===== src/rtl/addfloat_seq_pkg.sv =====
// Shared definitions for the addfloat_seq feeder: FSM encoding, data width
// and the constant operand the addfloat method adds to every input.
package addfloat_seq_pkg;

  localparam int ADDF_DATA_W = 32;

  // addfloat returns i_run_input_a_0 + 1.3f
  localparam logic [ADDF_DATA_W-1:0] ADDF_CONST_A = 32'h3fa66666;

  typedef enum logic [2:0] {
    ST_IDLE    = 3'd0,
    ST_REQ     = 3'd1,
    ST_WAIT_HI = 3'd2,
    ST_WAIT_LO = 3'd3,
    ST_OUT     = 3'd4
  } seq_state_e;

endpackage


===== src/rtl/addfloat_seq_fifo.sv =====
// Synchronous operand FIFO for addfloat_seq. The head entry is visible on
// o_data without a read strobe so the sequencer can register it in the same
// cycle it pops. Pushes while full and pops while empty are ignored.
module addfloat_seq_fifo
  import addfloat_seq_pkg::*;
#(
  parameter int DEPTH  = 4,
  parameter int DATA_W = ADDF_DATA_W
) (
  input  logic                     clock,
  input  logic                     reset,
  input  logic                     i_push,
  input  logic                     i_pop,
  input  logic [DATA_W-1:0]        i_data,
  output logic [DATA_W-1:0]        o_data,
  output logic                     o_full,
  output logic                     o_empty,
  output logic [$clog2(DEPTH):0]   o_count
);

  localparam int AW = $clog2(DEPTH);
  localparam logic [AW:0]   CNT_FULL = (AW + 1)'(DEPTH);
  localparam logic [AW:0]   CNT_ONE  = 1;
  localparam logic [AW-1:0] PTR_ONE  = 1;

  logic [DATA_W-1:0] r_mem [DEPTH];
  logic [AW-1:0]     r_wr_ptr;
  logic [AW-1:0]     r_rd_ptr;
  logic [AW:0]       r_count;
  logic              w_do_push;
  logic              w_do_pop;

  assign w_do_push = i_push && !o_full;
  assign w_do_pop  = i_pop && !o_empty;

  assign o_full  = (r_count == CNT_FULL);
  assign o_empty = (r_count == '0);
  assign o_count = r_count;
  assign o_data  = r_mem[r_rd_ptr];

  // Storage array: written on push, never reset
  always_ff @(posedge clock) begin
    if (w_do_push) begin
      r_mem[r_wr_ptr] <= i_data;
    end
  end

  // Pointers wrap naturally because DEPTH is a power of two
  always_ff @(posedge clock) begin
    if (reset) begin
      r_wr_ptr <= '0;
      r_rd_ptr <= '0;
      r_count  <= '0;
    end else begin
      if (w_do_push) r_wr_ptr <= r_wr_ptr + PTR_ONE;
      if (w_do_pop)  r_rd_ptr <= r_rd_ptr + PTR_ONE;
      case ({w_do_push, w_do_pop})
        2'b10:   r_count <= r_count + CNT_ONE;
        2'b01:   r_count <= r_count - CNT_ONE;
        default: r_count <= r_count;
      endcase
    end
  end

endmodule


===== src/rtl/addfloat_seq.sv =====
// addfloat_seq: buffers float operands, issues them one at a time to the
// single-shot addfloat block over its run-request/busy handshake, and returns
// each result on a valid/ready stream.
// Optional feature: define ADDFLOAT_SEQ_TIMEOUT_EN to abandon a transaction
// after TIMEOUT enabled cycles of waiting and raise a sticky o_err.
module addfloat_seq
  import addfloat_seq_pkg::*;
#(
  parameter int DEPTH   = 4,
  parameter int TIMEOUT = 64
) (
  input  logic                   clock,
  input  logic                   reset,
  input  logic                   ce,
  input  logic                   s_valid,
  output logic                   s_ready,
  input  logic [ADDF_DATA_W-1:0] s_data,
  output logic                   m_valid,
  input  logic                   m_ready,
  output logic [ADDF_DATA_W-1:0] m_data,
  output logic                   o_run_req,
  output logic [ADDF_DATA_W-1:0] o_run_input_a_0,
  input  logic                   i_run_busy,
  input  logic [ADDF_DATA_W-1:0] i_run_return,
  output logic                   o_err,
  output logic                   o_idle
);

  if (DEPTH < 2 || (DEPTH & (DEPTH - 1)) != 0) begin : g_bad_depth
    $error("addfloat_seq: DEPTH must be a power of two and at least 2");
  end
  if (TIMEOUT < 1) begin : g_bad_timeout
    $error("addfloat_seq: TIMEOUT must be at least 1");
  end

  seq_state_e             r_state;
  logic                   r_run_req;
  logic [ADDF_DATA_W-1:0] r_run_a;
  logic                   r_m_valid;
  logic [ADDF_DATA_W-1:0] r_m_data;

  logic                   w_push;
  logic                   w_pop;
  logic                   w_start;
  logic                   w_full;
  logic                   w_empty;
  logic [ADDF_DATA_W-1:0] w_head;
  logic [$clog2(DEPTH):0] w_count;
  logic                   w_tmo_fire;

  // A new transaction needs a queued operand and an adder that is not still
  // finishing a request issued before a reset.
  assign w_start = (r_state == ST_IDLE) && !w_empty && !i_run_busy;
  assign w_push  = s_valid && s_ready && ce;
  assign w_pop   = w_start && ce;

  assign s_ready         = !w_full;
  assign o_idle          = (w_count == '0) && (r_state == ST_IDLE) && !r_m_valid;
  assign o_run_req       = r_run_req;
  assign o_run_input_a_0 = r_run_a;
  assign m_valid         = r_m_valid;
  assign m_data          = r_m_data;

  addfloat_seq_fifo #(
    .DEPTH  (DEPTH),
    .DATA_W (ADDF_DATA_W)
  ) u_fifo (
    .clock   (clock),
    .reset   (reset),
    .i_push  (w_push),
    .i_pop   (w_pop),
    .i_data  (s_data),
    .o_data  (w_head),
    .o_full  (w_full),
    .o_empty (w_empty),
    .o_count (w_count)
  );

`ifdef ADDFLOAT_SEQ_TIMEOUT_EN
  localparam int                TMO_W    = $clog2(TIMEOUT + 1);
  localparam logic [TMO_W-1:0]  TMO_LAST = TMO_W'(TIMEOUT - 1);
  localparam logic [TMO_W-1:0]  TMO_ONE  = 1;

  logic [TMO_W-1:0] r_tmo_cnt;
  logic             r_err;

  // Give up only when the wait would otherwise continue; a handshake that
  // completes on the last allowed cycle still delivers its result.
  assign w_tmo_fire = ce && (r_tmo_cnt == TMO_LAST) &&
                      (((r_state == ST_WAIT_HI) && !i_run_busy) ||
                       ((r_state == ST_WAIT_LO) &&  i_run_busy));
  assign o_err = r_err;

  // Wait-cycle counter: cleared when REQ hands over to WAIT_HI
  always_ff @(posedge clock) begin
    if (reset) begin
      r_tmo_cnt <= '0;
    end else if (ce) begin
      if (r_state == ST_REQ) begin
        r_tmo_cnt <= '0;
      end else if ((r_state == ST_WAIT_HI) || (r_state == ST_WAIT_LO)) begin
        r_tmo_cnt <= r_tmo_cnt + TMO_ONE;
      end
    end
  end

  // Sticky error flag, cleared only by reset
  always_ff @(posedge clock) begin
    if (reset) begin
      r_err <= 1'b0;
    end else if (w_tmo_fire) begin
      r_err <= 1'b1;
    end
  end
`else
  assign w_tmo_fire = 1'b0;
  assign o_err      = 1'b0;
`endif

  // Sequencer FSM: pop, one-cycle request, wait for busy high then low, present
  always_ff @(posedge clock) begin
    if (reset) begin
      r_state   <= ST_IDLE;
      r_run_req <= 1'b0;
      r_run_a   <= '0;
      r_m_valid <= 1'b0;
      r_m_data  <= '0;
    end else if (ce) begin
      case (r_state)
        ST_IDLE: begin
          if (w_start) begin
            r_run_a   <= w_head;
            r_run_req <= 1'b1;
            r_state   <= ST_REQ;
          end
        end
        ST_REQ: begin
          r_run_req <= 1'b0;
          r_state   <= ST_WAIT_HI;
        end
        ST_WAIT_HI: begin
          if (i_run_busy) begin
            r_state <= ST_WAIT_LO;
          end else if (w_tmo_fire) begin
            r_state <= ST_IDLE;
          end
        end
        ST_WAIT_LO: begin
          // The adder settles its return a cycle before dropping busy
          if (!i_run_busy) begin
            r_m_data  <= i_run_return;
            r_m_valid <= 1'b1;
            r_state   <= ST_OUT;
          end else if (w_tmo_fire) begin
            r_state <= ST_IDLE;
          end
        end
        ST_OUT: begin
          if (m_ready) begin
            r_m_valid <= 1'b0;
            r_state   <= ST_IDLE;
          end
        end
        default: begin
          r_state <= ST_IDLE;
        end
      endcase
    end
  end

endmodule


===== config.mk =====
export PLATFORM = sky130hd
export DESIGN_NAME = addfloat_seq
export DESIGN_NICKNAME = d
export VERILOG_FILES = /design/src/rtl/addfloat_seq_pkg.sv /design/src/rtl/addfloat_seq_fifo.sv /design/src/rtl/addfloat_seq.sv
export SDC_FILE = /design/constraint.sdc
export NUM_CORES = 1
export LEC_CHECK = 0
export BUFFER_PORTS_ARGS = -buffer_cell sky130_fd_sc_hd__buf_2
export CAP_MARGIN = 15
export CORE_UTILIZATION = 35
export DETAILED_ROUTE_END_ITERATION = 6
export PLACE_DENSITY = 0.61
export REMOVE_ABC_BUFFERS = 1
export SLEW_MARGIN = 20
export SYNTH_ARGS = -nofsm -noshare
export SYNTH_HDL_FRONTEND = slang
export SYNTH_SLANG_ARGS = --single-unit

===== constraint.sdc =====
create_clock -name clock -period 3.15 [get_ports clock]
set_clock_uncertainty 0.2 [all_clocks]
set_input_delay 0.1575 -clock clock [delete_from_list [all_inputs] [get_ports clock]]
set_output_delay 0.1575 -clock clock [all_outputs]
set_load 0.005 [all_outputs]

# ---- Word level (Yosys, flattened, before mapping)
# Memory sizes are Yosys's and may differ from the RTL's. A register that Yosys moved wholly into a read port is not among the register bits.
# Cells that the tools add are included.
dict set report totals {
  reg_bits 44
  ram_bits 128
  out_inout_bits 69
  elab_cells 60
  mem_count 1
}
dict set report classes {
  addsub 4
  n_eq_ne 11
  mux 13
  bitwise_logic 1
  n_reduce_logical 23
}
# name words word_bits read_ports rd_ports_with_merged_regs write_ports line
set memory_table {}
lappend memory_table {u_fifo.r_mem 4 32 1 1 1 addfloat_seq_fifo.sv:26} ;# logic [DATA_W-1:0] r_mem [DEPTH];
# cell n
set ops {}
lappend ops {{$pmux 3 s5} 1}
lappend ops {{$mux 3} 4}
lappend ops {{$logic_and 1x1->1} 9}
lappend ops {{$reduce_and 3->1} 3}
lappend ops {{$ne 2x2->1 const B} 4}
lappend ops {{$eq 3x2->1 const B} 2}
lappend ops {{$eq 3x3->1 const B} 2}
lappend ops {{$logic_not 3->1} 2}
lappend ops {{$pmux 3 s2} 1}
lappend ops {{$reduce_bool 2->1} 3}
lappend ops {{$mux 1} 5}
lappend ops {{$reduce_and 5->1} 1}
lappend ops {{$add 2x1->2 const B} 2}
lappend ops {{$logic_not 1->1} 4}
lappend ops {{$pmux 1 s2} 2}
lappend ops {{$reduce_and 4->1} 1}
lappend ops {{$add 3x1->3 const B} 1}
lappend ops {{$eq 3x1->1 const B} 1}
lappend ops {{$sub 3x1->3 const B} 1}
lappend ops {{$eq 2x1->1 const B} 1}
lappend ops {{$eq 2x2->1 const B} 1}
lappend ops {{$not 1->1} 1}

# ---- Longest topological paths before layout
dict set report logic_depth {
  word_depth 8
  mapped_depth 11
  mapped_depth_nobuf 9
}

# ---- Hierarchy
# A second synthesis with hierarchy kept.
dict set report hier_totals {
  cells_unflattened 531
  area_unflattened_um2 8016.4
}
# mod n_inst cells_each area_each_um2
set by_module_without_submodules {}
lappend by_module_without_submodules {addfloat_seq_fifo 1 221 5143.7}
lappend by_module_without_submodules {addfloat_seq 1 310 2872.8}

# ---- Least setup slack after synthesis
# Ideal clock, no wire load.
dict set report synth_timing {
  path_kind {register -> register}
  from {register r_state[2]}
  to {register u_fifo.r_count[2] (netlist: u_fifo.o_count[2])}
  arrival_time_ns 2.331
  required_time_ns 2.880
  slack_ns 0.549
  stages_incl_launch_ff 11
  path_buffers 2
  synth_period_minus_slack_ns 2.601
  path_cell_list {dfxtp_1 > or3_1 > buf_2 > clkbuf_1 > nor3_1 > ha_1 > inv_1 > fa_1 > xor2_1 > or3_1 > a21oi_1}
}
dict set report synth_between {
  elab_chain_cells 7
  word_cells_on_any_way 9
  cone_classes {eq/ne (2); mux (1); reduce/logical (6)}
}
# item line
set synth_rtl {}
lappend synth_rtl {{start, declared} addfloat_seq.sv:36} ;# seq_state_e r_state;
lappend synth_rtl {{start signal, assigned} addfloat_seq.sv:123} ;# r_state <= ST_IDLE;
lappend synth_rtl {{start signal, assigned} addfloat_seq.sv:134} ;# r_state <= ST_REQ;
lappend synth_rtl {{start signal, assigned} addfloat_seq.sv:139} ;# r_state <= ST_WAIT_HI;
lappend synth_rtl {{$logic_not 3->1 (*)} addfloat_seq.sv:53} ;# assign w_start = (r_state == ST_IDLE) && !w_empty && !i_run_busy;
lappend synth_rtl {{$logic_and 1x1->1 (*) (2 in series)} addfloat_seq.sv:53}
lappend synth_rtl {{$logic_and 1x1->1 (*)} addfloat_seq.sv:55} ;# assign w_pop = w_start && ce;
lappend synth_rtl {{$logic_and 1x1->1 (*)} addfloat_seq_fifo.sv:34} ;# assign w_do_pop = i_pop && !o_empty;
lappend synth_rtl {{named net u_fifo.w_do_pop} addfloat_seq_fifo.sv:31} ;# logic w_do_pop;
lappend synth_rtl {{$eq 2x1->1 or $eq 2x2->1 (tied branches)} addfloat_seq_fifo.sv:57} ;# case ({w_do_push, w_do_pop})
lappend synth_rtl {{$pmux 3 s2 or $reduce_bool 2->1 (tied branches)} --}
lappend synth_rtl {{end signal, assigned} addfloat_seq_fifo.sv:58} ;# 2'b10: r_count <= r_count + CNT_ONE;
lappend synth_rtl {{end signal, assigned} addfloat_seq_fifo.sv:59} ;# 2'b01: r_count <= r_count - CNT_ONE;
lappend synth_rtl {{end signal, assigned} addfloat_seq_fifo.sv:60} ;# default: r_count <= r_count;
lappend synth_rtl {{end, declared} addfloat_seq_fifo.sv:29} ;# logic [AW:0] r_count;
# Mark *: on every way through the listed nets, which the timed path passes. The rest lies on a longest branch.
# A chain may end at the register's enable or synchronous reset.

# ---- Worst setup path after layout
dict set report layout_timing {
  from {register r_state[0]}
  to {register u_fifo.r_count[2] (netlist: u_fifo.o_count[2])}
}
# The elaborated chain is that of the path after synthesis.

==> summary.txt <==
Worst setup path
  • Crit path kind: reg2reg
  • CP Data Required Time: 3.38 ns
  • Crit path DAT: 2.92 ns
  • Crit path largest cell delay: 0.52 ns
  • Worst path slowest cell: or3_2
  • CP Capture Type: register
  • Worst Setup Start Kind: register
  • Critical Path Fanout Max: 12
  • Cells along the critical path: or3_2 -> nor3_1 -> ha_1 -> inv_1 -> fa_1 -> xor2_1 -> or3_1 -> a21oi_1

Layout
  • Final instance area: ~0.010 mm^2
  • Diodes inserted: 0
  • Layout Area Growth over Synthesis: 30.29%
  • Post-Layout Cell Count: 1,060
  • Commonest non-fill, non-tap cell in the layout: buf_2
  • Final Core Density: 46.29%
  • Nets: 835
  • Most frequent cells in the layout: 137 x buf_2, 128 x edfxtp_1, 74 x dfxtp_1
  • Fraction of layout instances using a drive strength above 1: 30.19%

Synth
  • Seq cells post-synth: 204
  • Sequential area share after synthesis: 66.91%
  • Top post-synthesis cells by area: edfxtp_1 48%, dfxtp_1 19%, mux4_2 9.0%
  • Yosys cell types: 39
  • Mapped cell area: 0.008019 mm^2
  • Synth top area share: between 40 and 50%
  • Post-synthesis instance total: 564
  • Top_reg_cell synth: edfxtp_1
  • YS warnings: 0
  • Post-synth top area cell: edfxtp_1
  • FFs w/ async S/R, synth: 0%
  • Post-synth EDFFs: 128
  • Post-Syn Area per Cell: approximately 14 um^2

Clocking
  • CTS root buf: clkbuf_16
  • CTS tree: built
  • Clock tree buffer depth: 3
  • H-Tree Depth: 1
  • Clock transition at path regs: 0.06 ns
  • Clk Latency, worst-skew pair: 0.51 ns
  • Sink Count: just over 200
  • Post-cts sizing count: 0
  • CTS buffer count: 23

Placement
  • Port-buffer cells: 137
  • Area post-placement: 0.008976 mm^2
  • Final weighted congestion in routability-driven placement: 0.7848
  • Detailed Place HPWL: 11,720 um
  • Cells after DPL: 946

Die
  • Core Region: between 0.02 and 0.025 mm^2
  • # rows: 55
  • Total die area: 0.02352 mm^2
  • Die extent in x: roughly 150 um
  • I/O pins: between 100 and 150
  • Starting Density: a little over a third
  • Die Ht: 153.4 um

Pwr
  • P_leak: 3.711 nW
  • Max VDD drop: about 370 uV
  • PwrDens: 579.3 mW/mm^2

STA
  • Final-report hold violation count: 0
  • Worst slew margin: 35.69%
  • Slew at the pin closest to its max-slew limit: 0.9646 ns
  • Slew Viols, Final: 0
  • Final setup vio count: 0
  • Fin Setup TNS: 0 ns
  • WHS: 0.1884 ns
  • RSZ-0062 raised after global routing: false
  • Maximum clock rate: 372.2 MHz
  • Final min period: between 2 and 3 ns
  • Final period utilization: 85.29%

Drt
  • Drt first pass iters: 7
  • Via count: 5,645
  • DRC viols: 4
  • Antenna Nets Post-Route: 0
  • DR iter-0 viols: 454
  • Routed wire length: a little under 20,000 um
  • DR vias/cell: 5.325
  • Avg WL per Cell: 18.72 um

GRT
  • First-pass GRT wire length: 31,270 um
  • GRT Util Overall: between 15 and 20%
  • Largest net degree at the start of global routing: 69
  • Congestion Overflow GR: 0
  • Via count of the first global-routing pass: 5,886
  • Antenna violations before repair: 0

Run status
  • Failing checks: design-rule violations
  • Status: finished, violations left

Hold path
  • Hold Crit Class: in2reg

Job
  • Max-cap violation count: 0
[where the power goes]
group          leakage [nW]  total, mW  internal, mW  switching (mW)
clock network         0.362       2.58          1.53            1.05
logic                  1.57      0.527         0.234           0.293
registers              1.78       2.95          2.90          0.0431
total                  3.71       6.05          4.67            1.39
[sequential cells by signal, summed over array words and instances (netlist names)]
signal           cells
u_fifo.r_mem       128
m_data              32
o_run_input_a_0     32
r_state              3
u_fifo.o_count       3
u_fifo.r_rd_ptr      2
u_fifo.r_wr_ptr      2
m_valid              1
o_run_req            1
[stage by stage]
stage	worst slack (ns)	total power, mW
2_1_floorplan	0.1029	3.224
3_3_place_gp	0.5875	3.439
3_5_place_dp	0.4765	3.460
4_1_cts	0.4594	6.125
5_1_grt	0.3006	6.274
6_report	0.4633	6.052
[routing by layer]
metal	track usage, %	wire (um)	vias to the layer above
met3	2.637	1137	27
li1	-	-	2591
met4	3.905	376	0
met5	0	0	-
met1	20.69	8462	2812
met2	30.88	9861	215
[final cells by class]
cell class	instances	area, um^2
Fill cell	2000	12120
Sequential cell	204	5368
Multi-Input combinational cell	293	2394
Timing Repair Buffer	226	1549
Clock buffer	32	649.4
Tap cell	285	356.6
Clock inverter	9	90.09
Inverter	11	41.29
[Yosys cell counts (all sizes together) (3+ instances only)]
| cell type | n |
|---|---|
| nor3 | 6 |
| dfxtp | 76 |
| inv | 10 |
| edfxtp | 128 |
| nand4b | 33 |
| nand3 | 34 |
| and3 | 4 |
| o31ai | 35 |
| o21ai | 35 |
| or3 | 4 |
| nor2 | 6 |
| buf | 20 |
| clkbuf | 36 |
| a21oi | 72 |
| nand2 | 3 |
| mux4 | 32 |
| ha | 5 |
| xor2 | 3 |
[kinds of logic (layout without fill, tap and decap cells)]
group	count (synthesis)	count (layout)	share of synthesized area, %
XOR/XNOR	3	3	0.3277
buffers and inverters	67	278	3.526
flip-flops	204	204	66.91
other	1	1	0.04676
adder cells (fa/ha/maj)	6	6	1.030
AO/OA/AOI/OAI	146	146	10.36
AND/OR/NAND/NOR	102	102	8.410
multiplexers	35	35	9.393
[worst max-delay path: cells and delay by family (launching register included)]
family	cells	cell delay, ns
and+or+nand+nor	3	1.01
AOI/OAI and AO/OA	1	0.15
DFF	1	0.43
xor gates and xnor gates	1	0.16
buffers and inverters	1	0.06
adders and majority gates	2	0.60
[path summary, 6_finish.rpt]
kind | start | endpoint | slack, ns | cells past startpoint
worst min-delay path | s_data[7] | u_fifo.r_mem[2][7]$_DFFE_PP_ | 0.19 | 2
worst min register to register | o_run_input_a_0[27]$_SDFFE_PP0P_ | o_run_input_a_0[27]$_SDFFE_PP0P_ | 0.27 | 2
worst max-delay path | r_state[0]$_SDFFE_PP0P_ | u_fifo.o_count[2]$_SDFFE_PP0P_ | 0.46 | 8
worst max register to register | r_state[0]$_SDFFE_PP0P_ | u_fifo.o_count[2]$_SDFFE_PP0P_ | 0.46 | 8
[timing repair]
item | CTS | global route
endpoints found under the hold margin | 177 | 0
hold buffers | 73 | 0
buffers inserted | 0 | 0
Power figures use the tool's default switching activity.
